$ cat src/rtl/bus_pkg.sv
// bus_pkg: shared definitions for the pipeline bus master interface.
//   bus_state_e        - transaction FSM state encoding
//   BUS_BASE           - first address that belongs to bus space
//   TIMEOUT_CYCLES_DEF - default response timeout (cycles in WAIT_RSP)
//   ERR_RDATA_DEF      - default read data returned on error/timeout
//   in_bus_space()     - address decode helper for bus space
package bus_pkg;

  typedef enum logic [1:0] {
    ST_IDLE     = 2'd0,
    ST_REQ      = 2'd1,
    ST_WAIT_RSP = 2'd2,
    ST_DONE     = 2'd3
  } bus_state_e;

  localparam logic [31:0] BUS_BASE           = 32'd512;
  localparam int unsigned TIMEOUT_CYCLES_DEF = 255;
  localparam logic [31:0] ERR_RDATA_DEF      = 32'hDEAD_BEEF;

  function automatic logic in_bus_space(input logic [31:0] addr);
    return addr >= BUS_BASE;
  endfunction

endpackage

$ cat src/rtl/bus_timeout_cnt.sv
// bus_timeout_cnt: counts cycles spent waiting for a bus response.
//   clk, rst : clock and synchronous active-high reset
//   clr      : restart the count from zero (entry into the wait state)
//   en       : one wait cycle elapses
//   expired  : high during the LIMIT-th enabled cycle since the last clear
module bus_timeout_cnt #(
  parameter int unsigned LIMIT = 255
) (
  input  logic clk,
  input  logic rst,
  input  logic clr,
  input  logic en,
  output logic expired
);

  localparam int unsigned W = $clog2(LIMIT + 1);
  localparam logic [W-1:0] LAST = W'(LIMIT - 1);

  logic [W-1:0] cnt_q, cnt_d;

  always_comb begin
    cnt_d = cnt_q;
    if (clr) begin
      cnt_d = '0;
    end else if (en) begin
      cnt_d = cnt_q + 1'b1;
    end
  end

  always_ff @(posedge clk) begin
    if (rst) begin
      cnt_q <= '0;
    end else begin
      cnt_q <= cnt_d;
    end
  end

  // The count holds (LIMIT-1) during the LIMIT-th wait cycle, so the FSM
  // leaves the wait state after exactly LIMIT cycles.
  assign expired = en && (cnt_q == LAST);

endmodule

$ cat src/rtl/bus_master_if.sv
// bus_master_if: turns a memory-stage load/store that targets bus space into
// a single request/response bus transaction, freezing the pipeline meanwhile.
//
// Optional feature: define BUS_TIMEOUT_EN to force completion with an error
// after TIMEOUT_CYCLES cycles without a response. Without it the interface
// waits for a response indefinitely.
//
// Ports:
//   clk, rst                      clock, synchronous active-high reset
//   m_sel, mem_read_M, mem_write_M memory-stage bus select and strobes
//   addr_bus, wdata_M, byte_en_M   memory-stage address / store payload
//   stall_bus                     freeze IF..M while an access is in flight
//   rdata_bus_M, bus_err          load result and error pulse, valid in DONE
//   bus_req_valid/bus_req_ready   request handshake
//   bus_we/addr/wdata/be          registered request payload (0 when idle)
//   bus_rsp_valid/rdata/err       response channel
//
// state       | meaning
// ------------+------------------------------------------------------------
// ST_IDLE     | no access; a selected load/store starts one
// ST_REQ      | request presented, payload held until bus_req_ready
// ST_WAIT_RSP | request accepted, waiting for bus_rsp_valid (or timeout)
// ST_DONE     | one cycle: result on rdata_bus_M/bus_err, pipeline released
module bus_master_if
  import bus_pkg::*;
#(
`ifdef BUS_TIMEOUT_EN
  parameter int unsigned TIMEOUT_CYCLES = TIMEOUT_CYCLES_DEF,
`endif
  parameter logic [31:0] ERR_RDATA = ERR_RDATA_DEF
) (
  input  logic        clk,
  input  logic        rst,
  input  logic        m_sel,
  input  logic        mem_read_M,
  input  logic        mem_write_M,
  input  logic [31:0] addr_bus,
  input  logic [31:0] wdata_M,
  input  logic [3:0]  byte_en_M,
  output logic        stall_bus,
  output logic [31:0] rdata_bus_M,
  output logic        bus_err,
  output logic        bus_req_valid,
  input  logic        bus_req_ready,
  output logic        bus_we,
  output logic [31:0] bus_addr,
  output logic [31:0] bus_wdata,
  output logic [3:0]  bus_be,
  input  logic        bus_rsp_valid,
  input  logic [31:0] bus_rsp_rdata,
  input  logic        bus_rsp_err
);

  bus_state_e  state_q, state_d;
  logic        req_valid_q, req_valid_d;
  logic        we_q, we_d;
  logic [31:0] addr_q, addr_d;
  logic [31:0] wdata_q, wdata_d;
  logic [3:0]  be_q, be_d;
  // Direction of the access in flight; the bus payload is cleared once the
  // request is accepted, so this remembers whether the result is a load.
  logic        txn_we_q, txn_we_d;
  logic [31:0] rdata_q, rdata_d;
  logic        err_q, err_d;

  logic start;
  logic timeout_hit;

  assign start = (state_q == ST_IDLE) && m_sel && (mem_read_M || mem_write_M);

`ifdef BUS_TIMEOUT_EN
  logic cnt_clr;
  logic cnt_en;

  assign cnt_clr = (state_q == ST_REQ) && bus_req_ready;
  assign cnt_en  = (state_q == ST_WAIT_RSP);

  bus_timeout_cnt #(
    .LIMIT(TIMEOUT_CYCLES)
  ) u_timeout_cnt (
    .clk    (clk),
    .rst    (rst),
    .clr    (cnt_clr),
    .en     (cnt_en),
    .expired(timeout_hit)
  );
`else
  assign timeout_hit = 1'b0;
`endif

  always_comb begin
    state_d     = state_q;
    req_valid_d = req_valid_q;
    we_d        = we_q;
    addr_d      = addr_q;
    wdata_d     = wdata_q;
    be_d        = be_q;
    txn_we_d    = txn_we_q;
    rdata_d     = rdata_q;
    err_d       = err_q;

    case (state_q)
      ST_IDLE: begin
        if (start) begin
          state_d     = ST_REQ;
          req_valid_d = 1'b1;
          // A store wins when both strobes are set.
          we_d        = mem_write_M;
          txn_we_d    = mem_write_M;
          addr_d      = addr_bus;
          wdata_d     = wdata_M;
          be_d        = byte_en_M;
        end
      end
      ST_REQ: begin
        if (bus_req_ready) begin
          state_d     = ST_WAIT_RSP;
          req_valid_d = 1'b0;
          we_d        = 1'b0;
          addr_d      = '0;
          wdata_d     = '0;
          be_d        = '0;
        end
      end
      ST_WAIT_RSP: begin
        // A real response takes precedence over a timeout in the same cycle.
        if (bus_rsp_valid) begin
          state_d = ST_DONE;
          err_d   = bus_rsp_err;
          if (txn_we_q) begin
            rdata_d = '0;
          end else if (bus_rsp_err) begin
            rdata_d = ERR_RDATA;
          end else begin
            rdata_d = bus_rsp_rdata;
          end
        end else if (timeout_hit) begin
          state_d = ST_DONE;
          err_d   = 1'b1;
          rdata_d = txn_we_q ? 32'd0 : ERR_RDATA;
        end
      end
      ST_DONE: begin
        state_d  = ST_IDLE;
        err_d    = 1'b0;
        rdata_d  = '0;
        txn_we_d = 1'b0;
      end
      default: begin
        state_d = ST_IDLE;
      end
    endcase
  end

  always_ff @(posedge clk) begin
    if (rst) begin
      state_q     <= ST_IDLE;
      req_valid_q <= 1'b0;
      we_q        <= 1'b0;
      addr_q      <= '0;
      wdata_q     <= '0;
      be_q        <= '0;
      txn_we_q    <= 1'b0;
      rdata_q     <= '0;
      err_q       <= 1'b0;
    end else begin
      state_q     <= state_d;
      req_valid_q <= req_valid_d;
      we_q        <= we_d;
      addr_q      <= addr_d;
      wdata_q     <= wdata_d;
      be_q        <= be_d;
      txn_we_q    <= txn_we_d;
      rdata_q     <= rdata_d;
      err_q       <= err_d;
    end
  end

  // The starting cycle stalls combinationally so the M stage does not
  // advance past the access before the FSM has registered it.
  assign stall_bus = start || (state_q == ST_REQ) || (state_q == ST_WAIT_RSP);

  assign bus_req_valid = req_valid_q;
  assign bus_we        = we_q;
  assign bus_addr      = addr_q;
  assign bus_wdata     = wdata_q;
  assign bus_be        = be_q;
  assign rdata_bus_M   = rdata_q;
  assign bus_err       = err_q;

endmodule

$ cat config.mk
export PLATFORM = sky130hd
export DESIGN_NAME = bus_master_if
export DESIGN_NICKNAME = d
export VERILOG_FILES = /design/src/rtl/bus_pkg.sv /design/src/rtl/bus_timeout_cnt.sv /design/src/rtl/bus_master_if.sv
export SDC_FILE = /design/constraint.sdc
export NUM_CORES = 1
export LEC_CHECK = 0
export CORE_UTILIZATION = 45
export CTS_CLUSTER_DIAMETER = 50
export DETAILED_ROUTE_END_ITERATION = 7
export PLACE_DENSITY_LB_ADDON = 0.15
export SYNTH_ARGS = -nofsm -noshare
export SYNTH_HDL_FRONTEND = slang
export SYNTH_HIERARCHICAL = 1
export SYNTH_SLANG_ARGS = --single-unit
$ cat constraint.sdc
create_clock -name clk -period 4.2 [get_ports clk]
set_clock_uncertainty 0.1 [all_clocks]
set_input_delay 1.05 -clock clk [delete_from_list [all_inputs] [get_ports clk]]
set_output_delay 1.05 -clock clk [all_outputs]
set_load 0.005 [all_outputs]
Yosys cells after proc, flatten, opt, wreduce, memory -nomap -nowiden
Cells that the tools add are included.

word-level totals
  bits in registers = 106
  bits in latches = 0
  memory bits (writable) = 0
  ROM bits = 0
  bits of input ports = 108
  output and inout port bits = 104
  logic and storage cells = 52
  memories = 0

operators by class
  $add $sub $neg = 0
  multiply operators = 0
  div/mod/pow operators = 0
  $lt $le $gt $ge = 0
  eq/ne operators = 6
  shifts and indexed selects = 0
  multiplexer cells = 24
  bitwise gates (word level) = 0
  reduce and logical (&&, ||, !) cells = 13

operators with widths
  kind                                                                   count
  32-bit 2-to-1 mux                                                      6
  32-bit case mux with 2 select lines                                    3
  4-bit 2-to-1 mux                                                       2
  1-bit case mux with 2 select lines                                     4
  2-bit case mux with 4 select lines                                     1
  4-bit case mux with 2 select lines                                     1
  2-bit 2-to-1 mux                                                       3
  2-bit inequality test, second input constant                           3
  3-bit AND reduction                                                    2
  2-bit nonzero test                                                     3
  2-bit equality test, second input constant                             2
  1-bit 2-to-1 mux                                                       4
  2-bit AND reduction                                                    2
  1-bit logical OR                                                       3
  2-bit by 1-bit equality test with 1-bit output, second input constant  1
  1-bit logical AND                                                      2
  2-bit zero test                                                        1

Depth between registers and ports, before layout
  depth after elaboration = 5
  gate-level depth with buffers = 8
  gate-level depth less buffers = 5

Least setup slack after synthesis
OpenSTA, ideal clock, no wires.

  path kind = in2out
  start point = input port mem_write_M
  end point = output port stall_bus
  arrival = 1.904 ns
  required time = 3.050 ns
  path slack = 1.146 ns
  cell stages on the path = 4
  path buffers = 2
  path through = o211a_1 -> buf_2 -> clkbuf_1 -> or3_1

on the way
  word-level cells in the longest chain between the ends = 4

RTL lines
  what                            RTL line              source
  start: declaration              bus_master_if.sv:36   input logic mem_write_M,
  1-bit logical OR                bus_master_if.sv:69   assign start = (state_q == ST_IDLE) && m_sel && (mem_read_M || mem_write_M);
  1-bit logical AND               bus_master_if.sv:69
  1-bit logical OR (2 in series)  bus_master_if.sv:181  assign stall_bus = start || (state_q == ST_REQ) || (state_q == ST_WAIT_RSP);
  end: declaration                bus_master_if.sv:40   output logic stall_bus,

No other way between the ends.

Final worst setup path
Ends and elaborated chain as after synthesis.

==> run metrics <==
Initial Utilization=46.3%; Util after Layout=68.3%; Slew HR=40.1%; count of hold-fix buffers inserted at cts=0; grt total ovfl=0; Crit. End Element=output pin; Routed WL=14.5 mm; setup TNS=0 ns; detailed placement HPWL=9.10 mm; DR vias=4774; vias in the first global route=4405; Die Y=105 um; initial antenna violation count=0; total power=3.79 mW; Layout area overhead=47.4%; period utilization=89.3%; Total GRT Usage=25.3%; largest net degree at the start of global routing=75; placed inst area=6780 sq um; die width=105 um; Critical Path AT=2.60 ns; Setup CP Type=primary input to output pin; ANT nets after route=0; final setup vio count=0; Hold WC Path Type=flip-flop to flip-flop; Yosys reg bits=106; dpl cells=800; first-pass GRT wire length=22.4 mm; Via density=5.86; number of port buffers=211; fillers=832; crit start category=primary input; drt first-iter violations=245; Worst Hold Depth=2; RR Endpoint=bus_addr[29]; Clock Pin Slew Worst Setup and Hold Paths=0.09 ns; pre-CTS setup slack=0.475 ns; layout cell share with drive strength beyond 1=6.04%; Ant. Diodes=0; clock buffer depth=2; DRT Pass-1 Iters=5; Peak supply drop=0.271 mV; leading register cell type out of synthesis=dfxtp_1; CTS tree=yes; Critical Path Sink=stall_bus; Pleak=2.24 nW; TritonCTS Buffers=9; reg-to-reg startpoint=state_q[1]; Netlist Area Pre-Place=4760 sq um; Ys Warns=6; FMAX=267 MHz; Critical Path Source=mem_write_M; sequential area share after synthesis=44.6%; Finished Cell Area=7020 sq um; asr flop ratio synth=0%; Avg Inst Size Synth=9.37 sq um; Post-synth EDFFs=0; Hold Worst Slack=0.357 ns; worst reg2reg path depth=7; Worst Path Required=3.05 ns; CTS H-tree lvls=3; Site Rows=37; core box area=10300 sq um; # DRC=0; WL per Instance=17.7 um; die area=11000 sq um; final hold violation count=0; syn_nets=621; fin crit period=3.75 ns; number of setup buffers added after CTS=0; Worst-Skew Late Latency=0.36 ns; RePlAce Congestion=0.776; FF-to-FF setup slack=1.50 ns; Worst Path Max Fanout=4; Layout Cells excl Fill=815; Distinct cells, synth=31; root buffer cell=clkbuf_8; Pwr per Cell Area=540 nW/um^2; Final Max Slew Viols=0; CTS resizes=0; # IOs=212; RSZ-0062 raised after global routing=false; Post-Syn Instances=508; # Max-Cap Violations=0; Slew @ Worst Pin=0.882 ns; post-route setup slack=0.450 ns; Final #Nets=788; status=finished clean; TritonCTS Sinks=106
[synthesized netlist by cell type, drive strengths merged, types with 2 or more instances]
master  instances  area share (%)
nand2b          2            0.26
ha              5             1.3
nand3b         69              11
nand2          28             2.2
nor2b           3            0.55
nor2            9            0.71
buf            26             4.8
o41ai          70              13
a32oi           7             1.3
dfxtp         106              45
or3             3            0.39
a21oi          96              10
o211ai         24             3.8
clkbuf         43             3.4
inv             4            0.32
mux2i           2            0.50
[flip-flops by register name, summed over array words and instances (netlist names)]
register / cells
bus_addr: 32
txn_we_q: 1
bus_be: 4
bus_we: 1
state_q: 2
rdata_bus_M: 32
bus_err: 1
bus_wdata: 32
bus_req_valid: 1
[cells by family (layout without fill, tap and decap cells)]
group / after synthesis / after routing / synth area share, %
AOI/OAI and AO/OA: 200 / 200 / 28.7
adders and majority gates: 5 / 5 / 1.31
buffers and inverters: 74 / 245 / 8.57
and+or+nand+nor: 120 / 120 / 16.1
DFF: 106 / 106 / 44.6
muxes: 3 / 3 / 0.736
[worst max-delay path, cell delays in order]
cell and delay [ns]:
clkdlybuf4s50_1 0.49, o211a_2 0.30, or3_1 0.31, clkdlybuf4s50_1 0.45
[cells in the final DEF (no fill, tap or decap), types with 2 or more instances in the layout]
cell type        instances
o211ai_1                24
a32oi_1                  7
buf_4                   15
nor2_1                   8
ha_1                     4
nand2b_1                 2
a21oi_1                 96
clkdlybuf4s50_1        210
or3_1                    3
o41ai_1                 70
nor2b_4                  2
nand2_1                 28
nand3b_1                69
bufinv_16                3
inv_1                    4
clkbuf_8                10
dfxtp_1                106
[how the worst min path moves through the flow]
stage / from / slack, ns / endpoint
after floorplan: bus_err / 0.35 / bus_err
after global placement: rdata_bus_M[19] / 0.34 / rdata_bus_M[19]
after detailed placement: rdata_bus_M[18] / 0.35 / rdata_bus_M[18]
after CTS: rdata_bus_M[7] / 0.36 / rdata_bus_M[7]
after global routing: rdata_bus_M[10] / 0.38 / rdata_bus_M[10]
final: rdata_bus_M[26] / 0.36 / rdata_bus_M[26]
[power breakdown]
group / leakage (nW) / switching (mW) / internal (mW)
Combinational: 1.26 / 0.921 / 0.806
Sequential: 0.862 / 0.104 / 1.21
Clock: 0.118 / 0.348 / 0.408
Total: 2.24 / 1.37 / 2.42
[cell type report]
| type | instances | area (sq um) | share of cell area (%) |
|---|---|---|---|
| inverter | 5 | 18.8 | 0.267 |
| timing repair buffer | 225 | 2210 | 31.6 |
| sequential | 106 | 2120 | 30.2 |
| tap | 136 | 170 | 2.42 |
| clock inverter | 5 | 103 | 1.46 |
| clock buffer | 10 | 138 | 1.96 |
| multi-input combinational | 328 | 2250 | 32.1 |
[per-layer routing]
| layer | GRT usage, % | up-vias | wire length (um) |
|---|---|---|---|
| met5 | 0 | - | 0 |
| met4 | 9.96 | 0 | 297 |
| met3 | 7.42 | 23 | 1220 |
| met2 | 42.0 | 182 | 7110 |
| met1 | 30.6 | 2302 | 5830 |
| li1 | - | 2267 | - |
Power figures use the tool's default switching activity.
